===== src/rtl/dmem_arb_pkg.sv =====
// Shared types and constants for the two-requester data-memory arbiter.
package dmem_arb_pkg;

  // Byte depth of the attached data memory when the top is not overridden.
  localparam int unsigned MEM_BYTES_DEFAULT = 32'd32;

  // Access sequencer states: accept a request, strobe memory, return result.
  typedef enum logic [1:0] {
    IDLE  = 2'd0,
    ISSUE = 2'd1,
    RESP  = 2'd2
  } state_e;

  // Requester identity; also used as the round-robin priority pointer.
  typedef enum logic {
    REQ_A = 1'b0,
    REQ_B = 1'b1
  } req_id_e;

  // After a grant, priority moves to whoever did not win.
  function automatic req_id_e other_id(input req_id_e id);
    return (id == REQ_A) ? REQ_B : REQ_A;
  endfunction

endpackage


===== src/rtl/dmem_arbiter_rr_arb2.sv =====
// Two-way round-robin decision: a lone requester always wins, a tie goes to
// the requester named by the priority pointer. Grants only while advance_i.
module rr_arb2
  import dmem_arb_pkg::*;
(
  input  logic [1:0] req_i,      // bit 0 = A, bit 1 = B
  input  logic       ptr_i,      // priority holder on a tie (0 = A, 1 = B)
  input  logic       advance_i,  // arbitration window open
  output logic [1:0] grant_o     // one-hot grant, zero when no window
);

  // Resolve the grant from the request pair and the priority pointer.
  always_comb begin
    grant_o = 2'b00;
    if (advance_i) begin
      case (req_i)
        2'b01:   grant_o = 2'b01;
        2'b10:   grant_o = 2'b10;
        2'b11:   grant_o = (ptr_i == REQ_B) ? 2'b10 : 2'b01;
        default: grant_o = 2'b00;
      endcase
    end else begin
      grant_o = 2'b00;
    end
  end

endmodule


===== src/rtl/dmem_arbiter.sv =====
// Data-memory arbiter: shares one registered-read data memory between
// requester A (CPU load/store) and requester B (debug/DMA). Each access runs
// IDLE -> ISSUE -> RESP. Out-of-range accesses are flagged and never reach
// memory. Optional macro DMEM_ARB_ALIGN_CHK_EN also flags misaligned words.
module dmem_arbiter
  import dmem_arb_pkg::*;
#(
  parameter int unsigned MEM_BYTES = MEM_BYTES_DEFAULT,
  parameter int unsigned ADDR_W    = 32'd32
) (
  input  logic              clk_i,
  input  logic              rst_n_i,
  input  logic              a_req_i,
  input  logic              a_we_i,
  input  logic [ADDR_W-1:0] a_addr_i,
  input  logic [31:0]       a_wdata_i,
  input  logic              b_req_i,
  input  logic              b_we_i,
  input  logic [ADDR_W-1:0] b_addr_i,
  input  logic [31:0]       b_wdata_i,
  output logic              a_ack_o,
  output logic              b_ack_o,
  output logic [31:0]       rdata_o,
  output logic              err_o,
  output logic [ADDR_W-1:0] mem_addr_o,
  output logic [31:0]       mem_wdata_o,
  output logic              mem_read_o,
  output logic              mem_write_o,
  input  logic [31:0]       mem_rdata_i
);

  state_e            state_q, state_d;
  req_id_e           ptr_q, ptr_d;
  req_id_e           id_q, id_d;
  logic              we_q, we_d;
  logic [ADDR_W-1:0] addr_q, addr_d;
  logic [31:0]       wdata_q, wdata_d;
  logic              bad_q, bad_d;
  logic              mem_read_q, mem_read_d;
  logic              mem_write_q, mem_write_d;
  logic              a_ack_q, a_ack_d;
  logic              b_ack_q, b_ack_d;
  logic              err_q, err_d;

  logic [1:0]        grant_s;
  req_id_e           win_id_s;
  logic              win_we_s;
  logic [ADDR_W-1:0] win_addr_s;
  logic [31:0]       win_wdata_s;
  logic [ADDR_W:0]   win_last_byte_s;
  logic              range_err_s;
  logic              align_err_s;

  rr_arb2 u_rr_arb2 (
    .req_i     ({b_req_i, a_req_i}),
    .ptr_i     (ptr_q),
    .advance_i (state_q == IDLE),
    .grant_o   (grant_s)
  );

  // Select the winning requester's operands for latching.
  always_comb begin
    win_id_s    = REQ_A;
    win_we_s    = a_we_i;
    win_addr_s  = a_addr_i;
    win_wdata_s = a_wdata_i;
    if (grant_s[1]) begin
      win_id_s    = REQ_B;
      win_we_s    = b_we_i;
      win_addr_s  = b_addr_i;
      win_wdata_s = b_wdata_i;
    end else begin
      win_id_s    = REQ_A;
      win_we_s    = a_we_i;
      win_addr_s  = a_addr_i;
      win_wdata_s = a_wdata_i;
    end
  end

  // The last byte of the word must fall inside the memory; one extra bit
  // keeps the sum from wrapping at the top of the address space.
  assign win_last_byte_s = {1'b0, win_addr_s} + (ADDR_W+1)'(3);
  assign range_err_s     = (win_last_byte_s >= (ADDR_W+1)'(MEM_BYTES));

`ifdef DMEM_ARB_ALIGN_CHK_EN
  assign align_err_s = (win_addr_s[1:0] != 2'b00);
`else
  assign align_err_s = 1'b0;
`endif

  // Next-state and next-output logic; strobes and acks are registered so
  // they line up exactly with the ISSUE and RESP cycles.
  always_comb begin
    state_d     = state_q;
    ptr_d       = ptr_q;
    id_d        = id_q;
    we_d        = we_q;
    addr_d      = addr_q;
    wdata_d     = wdata_q;
    bad_d       = bad_q;
    mem_read_d  = 1'b0;
    mem_write_d = 1'b0;
    a_ack_d     = 1'b0;
    b_ack_d     = 1'b0;
    err_d       = 1'b0;
    case (state_q)
      IDLE: begin
        if (grant_s != 2'b00) begin
          id_d        = win_id_s;
          we_d        = win_we_s;
          addr_d      = win_addr_s;
          wdata_d     = win_wdata_s;
          bad_d       = range_err_s | align_err_s;
          ptr_d       = other_id(win_id_s);
          mem_read_d  = !win_we_s && !(range_err_s | align_err_s);
          mem_write_d = win_we_s && !(range_err_s | align_err_s);
          state_d     = ISSUE;
        end else begin
          state_d = IDLE;
        end
      end
      ISSUE: begin
        a_ack_d = (id_q == REQ_A);
        b_ack_d = (id_q == REQ_B);
        err_d   = bad_q;
        state_d = RESP;
      end
      RESP: begin
        state_d = IDLE;
      end
      default: begin
        state_d = IDLE;
      end
    endcase
  end

  // State, latched request and registered outputs; reset clears everything.
  always_ff @(posedge clk_i or negedge rst_n_i) begin
    if (!rst_n_i) begin
      state_q     <= IDLE;
      ptr_q       <= REQ_A;
      id_q        <= REQ_A;
      we_q        <= 1'b0;
      addr_q      <= '0;
      wdata_q     <= 32'h0000_0000;
      bad_q       <= 1'b0;
      mem_read_q  <= 1'b0;
      mem_write_q <= 1'b0;
      a_ack_q     <= 1'b0;
      b_ack_q     <= 1'b0;
      err_q       <= 1'b0;
    end else begin
      state_q     <= state_d;
      ptr_q       <= ptr_d;
      id_q        <= id_d;
      we_q        <= we_d;
      addr_q      <= addr_d;
      wdata_q     <= wdata_d;
      bad_q       <= bad_d;
      mem_read_q  <= mem_read_d;
      mem_write_q <= mem_write_d;
      a_ack_q     <= a_ack_d;
      b_ack_q     <= b_ack_d;
      err_q       <= err_d;
    end
  end

  assign a_ack_o     = a_ack_q;
  assign b_ack_o     = b_ack_q;
  assign err_o       = err_q;
  assign mem_read_o  = mem_read_q;
  assign mem_write_o = mem_write_q;
  assign mem_addr_o  = addr_q;
  assign mem_wdata_o = wdata_q;

  // Memory read data is registered by the memory and only valid in RESP,
  // so it is gated straight through during the ack of a good read.
  assign rdata_o = ((a_ack_q | b_ack_q) && !we_q && !err_q) ? mem_rdata_i : 32'h0000_0000;

endmodule

===== config.mk =====
export PLATFORM = sky130hd
export DESIGN_NAME = dmem_arbiter
export DESIGN_NICKNAME = d
export VERILOG_FILES = /design/src/rtl/dmem_arb_pkg.sv /design/src/rtl/dmem_arbiter_rr_arb2.sv /design/src/rtl/dmem_arbiter.sv
export SDC_FILE = /design/constraint.sdc
export NUM_CORES = 1
export LEC_CHECK = 0
export CAP_MARGIN = 20
export CELL_PAD_IN_SITES_DETAIL_PLACEMENT = 1
export CELL_PAD_IN_SITES_GLOBAL_PLACEMENT = 2
export CORE_MARGIN = 2
export CORE_UTILIZATION = 22
export DETAILED_ROUTE_END_ITERATION = 10
export PLACE_DENSITY = 0.85
export SETUP_SLACK_MARGIN = 0.2
export SLEW_MARGIN = 20
export SYNTH_ARGS = -nofsm -noshare
export SYNTH_HDL_FRONTEND = slang
export SYNTH_SLANG_ARGS = --single-unit

===== constraint.sdc =====
create_clock -name clk_i -period 7.7 [get_ports clk_i]
set_input_delay 0.77 -clock clk_i [delete_from_list [all_inputs] [get_ports clk_i]]
set_output_delay 0.77 -clock clk_i [all_outputs]
set_load 0.03 [all_outputs]

Word level (Yosys, flattened, before mapping):

Index checks and enable logic that the tools add are counted.

* add/sub/neg operators: 1
* magnitude comparators: 1
* eq/ne operators: 4
* multiplexer cells: 18
* bitwise logic cells: 2
* reduce and logical (&&, ||, !) cells: 11

Operators by type and width (count)
* $mux W32: 3
* $add A32 B2 Y33 const B: 1
* $ge A33 B6 Y1 const B: 1
* $mux W1: 11
* $pmux W2 S3: 1
* $eq A2 B1 Y1 const B: 2
* $eq A2 B2 Y1 const B: 2
* $logic_and A1 B1 Y1: 4
* $logic_not A1 Y1: 4
* $mux W2: 2
* $pmux W2 S2: 1
* $logic_not A2 Y1: 1
* $reduce_and A2 Y1: 1
* $reduce_bool A2 Y1: 1
* $not A1 Y1: 1
* $or A1 B1 Y1: 1

* register bits after elaboration: 75
* word-level logic and storage cells: 49

Longest topological paths before layout:

Gate-level depths: netlist of run 1.

* depth after elaboration: 10
* depth in mapped cells: 11
* gate-level depth less buffers: 9

Modules after synthesis:

A second synthesis of run 1 with hierarchy kept.

* cells, all modules: 557
* area total of the unflattened synthesis: 4817.1 um2

By module, submodules not included
* dmem_arbiter: instances 1, cells an instance 552, area an instance 4795.8 um2, sequential area each 1876.8 um2
* rr_arb2: instances 1, cells an instance 5, area an instance 21.3 um2, sequential area each 0.0 um2

Worst setup path before layout of run 1:

Ideal clock, no wire load.

* path type: input to register
* from: in b_req_i
* to: reg bad_q
* setup time: 0.119 ns
* data arrival time: 2.921 ns
* required time: 7.581 ns
* path slack: 4.660 ns
* stages on the path: 10
* path buffers: 2
* cells stage by stage: or3b_1 -> buf_2 -> nor2_4 -> buf_2 -> mux2_2 -> a221oi_1 -> o2111ai_1 -> nor4_1 -> nand4_1 -> o21a_1

* longest elaborated chain between the ends: 6
* elaborated cells on any way between the ends: 10
* those cells by class: add/sub (1); order compare (1); eq/ne (3); mux (3); reduce/logical (2)

RTL lines
* start: declaration: line dmem_arbiter.sv:17 `input logic b_req_i,`
* $eq A2 B2 Y1 / $eq A2 B1 Y1 (equally long branches): line dmem_arbiter_rr_arb2.sv:16 `case (req_i)`
* $pmux W2 S3 (*): line dmem_arbiter_rr_arb2.sv:16
* $mux W2 (*): line dmem_arbiter_rr_arb2.sv:15 `if (advance_i) begin`
* $mux W32: line dmem_arbiter.sv:67 `if (grant_s[1]) begin`
* $add A32 B2 Y33: line dmem_arbiter.sv:82 `assign win_last_byte_s = {1'b0, win_addr_s} + (ADDR_W+1)'(3);`
* $ge A33 B6 Y1: line dmem_arbiter.sv:83 `assign range_err_s = (win_last_byte_s >= (ADDR_W+1)'(MEM_BYTES));`
* end signal: assignment: line dmem_arbiter.sv:146 `bad_q <= 1'b0;`
* end signal: assignment: line dmem_arbiter.sv:159 `bad_q <= bad_d;`
* end: declaration: line dmem_arbiter.sv:38 `logic bad_q, bad_d;`

Every way passes the cells marked *; elsewhere a longest branch is shown, timed or not.
A chain may end at the register's enable or synchronous reset.

Worst setup path after layout of run 1:

Same ends and word-level chain as after synthesis.

==> out/metrics.yaml, run 1 <==
run_status:
  status: "complete, no violations"
drt:
  vias: 5529
  vias_per_cell: 5.096
  drtPass1Iterations: 8
  wl_per_cell_um: 20.60
  first_iter_violations: 457
  drt.antenna.violating_nets: 0
  drc_errors: 0
  drt-total-wl_mm: 22.35
logic_synthesis:
  synth.top_cell.area_share_pct: 39.33
  synthArstFlopShare_pct: 100.0
  ys.warnings.count: 0
  synthFlopType: "dfrtp_1"
  ys_seq_elements: 75
  yosys-top-cells-area: "dfrtp_1, a222oi_1, nand2_1"
  postSynthCellCount: 560
  yosysSeqAreaShare_pct: 39.33
  syn_nets: 726
  yosys.area.top_type: "dfrtp_1"
  avgSynthCellArea_um2: 8.522
  syn_area_um2: 4772
  synth_cell_type_count: 61
  synth-edff-count: 0
finish:
  final_common_cell: "clkdlybuf4s50_1"
  layout_common_cells: "clkdlybuf4s50_1, nand2_1, dfrtp_1, inv_1, and2_1"
  antennaDiodeCount: 0
  postLayoutCellArea_um2: 8003
  drive_gt1_share_pct: 4.938
  final_cells: 1085
  nNetsFinal: 971
  fillerInstances: 2452
  area_delta_synth_final_pct: 67.70
global_routing:
  grt.total_usage_pct: 18.80
  grt_max_degree: 57
  grt_pass1_wl_mm: 32.75
  antenna_found_initial: 0
  grt_pass1_vias: 5498
  grt_overflow: 0
sta:
  slew_violations: 0
  fin_crit_sh_pct: 59.39
  hold_violations: 0
  tightest_slew_ns: 0.9391
  slew-limit-headroom_pct: 35.60
  fin_ws_ns: 3.127
  setup_tns_ns: 0
  final-setup-viol-count: 0
  rsz0062_at_grt: "false"
  clock.fmax_mhz: 218.7
  skew_ns: 0.008227
  period_minus_slack_ns: 4.573
clock_network:
  clockBufferDepth: 2
  cts.sinks: 75
  cts_tree: "yes"
  cts-root-buf: "clkbuf_16"
  clk_latency_ns: 0.35
  post_cts_resized: 0
  cts_buffers: 9
  post-cts-setup-buffers: 0
  clkTransAtPathRegs_ns: 0.07
  postCtsHoldBufs: 0
  htreeDepth: 3
power:
  p_sw_share_pct: 46.39
  clkPwrFrac_pct: 16.5
  power_frac_comb_pct: 58.8
  vdd_drop_max_mv: 0.1161
  switchingPower_mw: 1.298
  total_power_mw: 2.798
  leakage_nw: 3.236
  seqPwrFrac_pct: 24.7
  p_int_mw: 1.500
  powerDensity_nw_per_um2: 349.7
worst_setup_path:
  r2r_start: "state_q[0]"
  cp-end-kind: "flop"
  critical_path_class: "in2reg"
  ff2ff_path_depth: 8
  rrSetupSlack_ns: 3.71
  startpoint_type: "primary input"
  critPathMaxFanout: 34
  worstPathRequired_ns: 7.94
  worstReg2RegEnd: "bad_q"
  cp.arrival_ns: 4.82
floorplanning:
  die_h_um: 151.3
  boundaryPins: 267
  coreArea_um2: 21150
  initial_core_util_pct: 22.56
  dieArea_um2: 22890
  num_rows: 53
  die-width_um: 151.3
placed_design:
  pre_cts_ws_ns: 2.780
  placed_area_um2: 7694
  placedCellCount: 1069
  place.gp.congestion: 0.8963
  dp_hpwl_mm: 16.92
  port_buffers: 266
flow_run:
  max_cap_violations: 0
hold_path:
  worst_hold_path_type: "in2async"
## area by class of cell
class	instances	area, µm²	share of cell area (%)
clock inverter	6	70.07	0.8755
multi-input combinational	407	2610	32.61
tap	275	344.1	4.300
timing repair buffer	274	2720	33.99
clock buffer	10	239.0	2.986
inverter	38	142.6	1.782
sequential	75	1877	23.45
## power groups by stage
stage                     clock network (mW)  registers, mW  logic (mW)
final                                  0.460          0.691        1.65
after detailed placement                   0          0.697        1.67
after global placement                     0          0.692        1.65
after CTS                              0.473          0.694        1.67
after floorplan                            0           1.02       0.604
after global routing                   0.485          0.716        1.77
## cell usage after synthesis, drive strengths merged (2+ instances only)
cell type,count
o21ai,16
a222oi,32
nand4,20
dfrtp,75
buf,10
and4,4
o22ai,2
nor2,35
a21o,4
mux2i,15
clkbuf,30
o2111a,2
o311ai,2
o21bai,2
a311oi,2
and3,7
nand2,80
xor2,7
mux2,4
and2,37
a221oi,2
xnor2,4
o221ai,4
a211oi,8
nor4,13
a21oi,13
a31oi,27
or4,4
inv,38
nor3b,4
o211ai,2
nor4b,3
nor3,15
nor2b,4
or3,4
nand3,12
## per-layer routing
metal / wire length, µm / vias to the layer above / part of all wire, % / global-route usage [%]
met5: 0 / - / 0 / 0
met4: 390 / 0 / 1.7 / 5.140
met3: 1667 / 23 / 7.5 / 4.066
met2: 10700 / 238 / 48 / 30.90
met1: 9593 / 2693 / 43 / 24.91
li1: - / 2575 / - / -
## logic make-up (layout without fill, tap and decap cells)
group | Yosys count | count (layout) | share of synthesized area (%)
and+or+nand+nor | 247 | 247 | 27.16
AOI/OAI and AO/OA | 130 | 130 | 21.00
buffers and inverters | 78 | 328 | 6.398
DFF | 75 | 75 | 39.33
muxes | 19 | 19 | 4.090
xor gates and xnor gates | 11 | 11 | 2.019
## stage by stage
| step | util [%] | hold WS, ns |
|---|---|---|
| floorplan | - | 0.4170 |
| global placement | 36.37 | 0.4275 |
| detailed placement | 36.37 | 0.4355 |
| CTS | 37.83 | 0.3179 |
| global route | 37.83 | 0.3369 |
| finish | 37.83 | 0.3103 |
## worst max path at each step
stage / slack, ns / cells after the start / end / start
floorplan: 4.66 / 10 / bad_q / b_req_i
global placement: 2.88 / 9 / bad_q / b_req_i
detailed placement: 2.78 / 9 / bad_q / b_req_i
CTS: 3.14 / 9 / bad_q / b_req_i
global route: 2.82 / 9 / bad_q / b_req_i
finish: 3.13 / 9 / bad_q / b_req_i
## critical path, cell delays in order
cell             delay, ns
clkdlybuf4s50_1       0.59
or3b_1                0.59
nor2_4                0.76
mux2i_1               0.87
o221ai_1              0.31
mux2i_1               0.18
nor4_1                0.37
nand4_1               0.21
o21a_1                0.16
Note: power is estimated with default switching activity, not from simulation.
==> run 2, diff against run 1 <==
--- a/config.mk
+++ b/config.mk
@@ -9,9 +9,9 @@
 export CELL_PAD_IN_SITES_DETAIL_PLACEMENT = 1
 export CELL_PAD_IN_SITES_GLOBAL_PLACEMENT = 2
 export CORE_MARGIN = 2
-export CORE_UTILIZATION = 22
+export CORE_UTILIZATION = 21
 export DETAILED_ROUTE_END_ITERATION = 10
-export PLACE_DENSITY = 0.85
+export PLACE_DENSITY = 0.82
 export SETUP_SLACK_MARGIN = 0.2
 export SLEW_MARGIN = 20
 export SYNTH_ARGS = -nofsm -noshare
==> constraint.sdc (replaced) <==
create_clock -name clk_i -period 4.5 [get_ports clk_i]
set_input_delay 0.45 -clock clk_i [delete_from_list [all_inputs] [get_ports clk_i]]
set_output_delay 0.45 -clock clk_i [all_outputs]
set_load 0.03 [all_outputs]
==> run 2 against run 1 <==
Against the previous run: critical path depth unchanged; flip-flop and latch count unchanged; routed wire length decreased by 0.76%; count of clock-buffer cells in the layout unchanged; design area increased by 1.2%; core utilization decreased by 1.8 points; register-to-register slack got worse by 2.3 ns; clock power increased by 69%; critical path type unchanged; largest cell class unchanged; worst setup slack got worse by 2.0 ns; hold slack got worse by 0.20 ns.
==> out/metrics.yaml, run 2 (synthesized netlist as in run 1, its figures left out) <==
run_status:
  status: "complete, no violations"
drt:
  drt-total-wl_mm: 22.18
  wl_per_cell_um: 20.05
  drt.antenna.violating_nets: 0
  first_iter_violations: 534
  drtPass1Iterations: 6
  vias: 5631
  vias_per_cell: 5.091
  drc_errors: 0
clock_network:
  clkTransAtPathRegs_ns: 0.07
  cts-root-buf: "clkbuf_16"
  cts_buffers: 9
  post-cts-setup-buffers: 0
  clockBufferDepth: 2
  htreeDepth: 3
  cts.sinks: 75
  postCtsHoldBufs: 0
  cts_tree: "yes"
  clk_latency_ns: 0.35
  post_cts_resized: 0
floorplanning:
  num_rows: 55
  initial_core_util_pct: 21.21
  dieArea_um2: 23950
  boundaryPins: 267
  die-width_um: 154.7
  coreArea_um2: 22500
  die_h_um: 154.7
finish:
  nNetsFinal: 982
  layout_common_cells: "clkdlybuf4s50_1, nand2_1, dfrtp_1, inv_1, and2_1"
  drive_gt1_share_pct: 6.212
  final_cells: 1106
  antennaDiodeCount: 0
  area_delta_synth_final_pct: 69.74
  final_common_cell: "clkdlybuf4s50_1"
worst_setup_path:
  ff2ff_path_depth: 8
  cp-end-kind: "flop"
  cp.arrival_ns: 3.65
  startpoint_type: "primary input"
  critical_path_class: "in2reg"
  critPathMaxFanout: 28
  worstPathRequired_ns: 4.74
placed_design:
  dp_hpwl_mm: 17.07
  placedCellCount: 1090
  pre_cts_ws_ns: 0.7393
  port_buffers: 266
  place.gp.congestion: 0.9073
hold_path:
  worst_hold_path_type: "in2async"
global_routing:
  antenna_found_initial: 0
  grt_overflow: 0
  grt_pass1_vias: 5756
  grt_max_degree: 56
  grt.total_usage_pct: 18.29
  grt_pass1_wl_mm: 33.94
power:
  vdd_drop_max_mv: 0.2920
  powerDensity_nw_per_um2: 595.2
  leakage_nw: 3.286
sta:
  final-setup-viol-count: 0
  fin_ws_ns: 1.082
  setup_tns_ns: 0
  skew_ns: 0.005262
  hold_violations: 0
  period_minus_slack_ns: 3.418
  slew-limit-headroom_pct: 46.20
  clock.fmax_mhz: 292.6
  slew_violations: 0
  rsz0062_at_grt: "false"
  tightest_slew_ns: 0.7845
  fin_crit_sh_pct: 75.95
flow_run:
  max_cap_violations: 0
run 2: cell count changes in the layout (fill, tap and decap cells not counted):
cell        previous run  this run
buf_4                  9        20
clkinv_4               1         3
inv_6                  3         1
clkinv_2               1         0
clkinvlp_4             0         1
run 2: path summary, 6_finish.rpt:
kind	start	to	slack, ns
max	b_req_i	bad_q	1.08
min	rst_n_i	mem_addr_o[20]	0.11
max reg2reg	state_q[0]	bad_q	1.36
min reg2reg	id_q	a_ack_o	0.45
max in group asynchronous	rst_n_i	b_ack_o	3.51
min in group clk_i	id_q	a_ack_o	0.45
run 2: power by group:
part,total [mW],internal (mW),switching [mW]
registers,1.19,0.998,0.190
clock network,0.779,0.450,0.329
logic,2.85,1.14,1.71
run 2: per-layer routing:
metal,vias to the layer above,global-route usage [%],wire (µm)
met5,-,0,0
met4,0,6.085,482
met3,33,3.614,1453
met2,227,29.74,10420
met1,2771,24.38,9821
li1,2600,-,-
run 2: per-stage QoR:
step / hold WS (ns) / instance area, µm² / total power [mW] / utilization, %
after floorplan: 0.1544 / 4772 / 2.785 / -
final: 0.1124 / 8100 / 4.822 / 36.00
after global routing: 0.2078 / 8100 / 5.127 / 36.00
after global placement: 0.4305 / 7789 / 4.053 / 34.61
after detailed placement: 0.4406 / 7789 / 4.079 / 34.61
after CTS: 0.1717 / 8100 / 4.885 / 36.00
run 2: layout make-up:
| cell class | instances | area [µm²] |
|---|---|---|
| Multi-Input combinational cell | 407 | 2610 |
| Sequential cell | 75 | 1877 |
| Clock inverter | 6 | 72.57 |
| Tap cell | 285 | 356.6 |
| Fill cell | 2607 | 14400 |
| Inverter | 38 | 142.6 |
| Timing Repair Buffer | 285 | 2803 |
| Clock buffer | 10 | 239.0 |
run 2: critical path, cell delays in order:
cell,delay [ns]
clkdlybuf4s50_1,0.59
or3b_1,0.43
nor2_4,0.56
mux2_2,0.43
a221oi_1,0.30
o2111ai_1,0.19
nor4_1,0.34
nand4_1,0.20
o21a_1,0.15
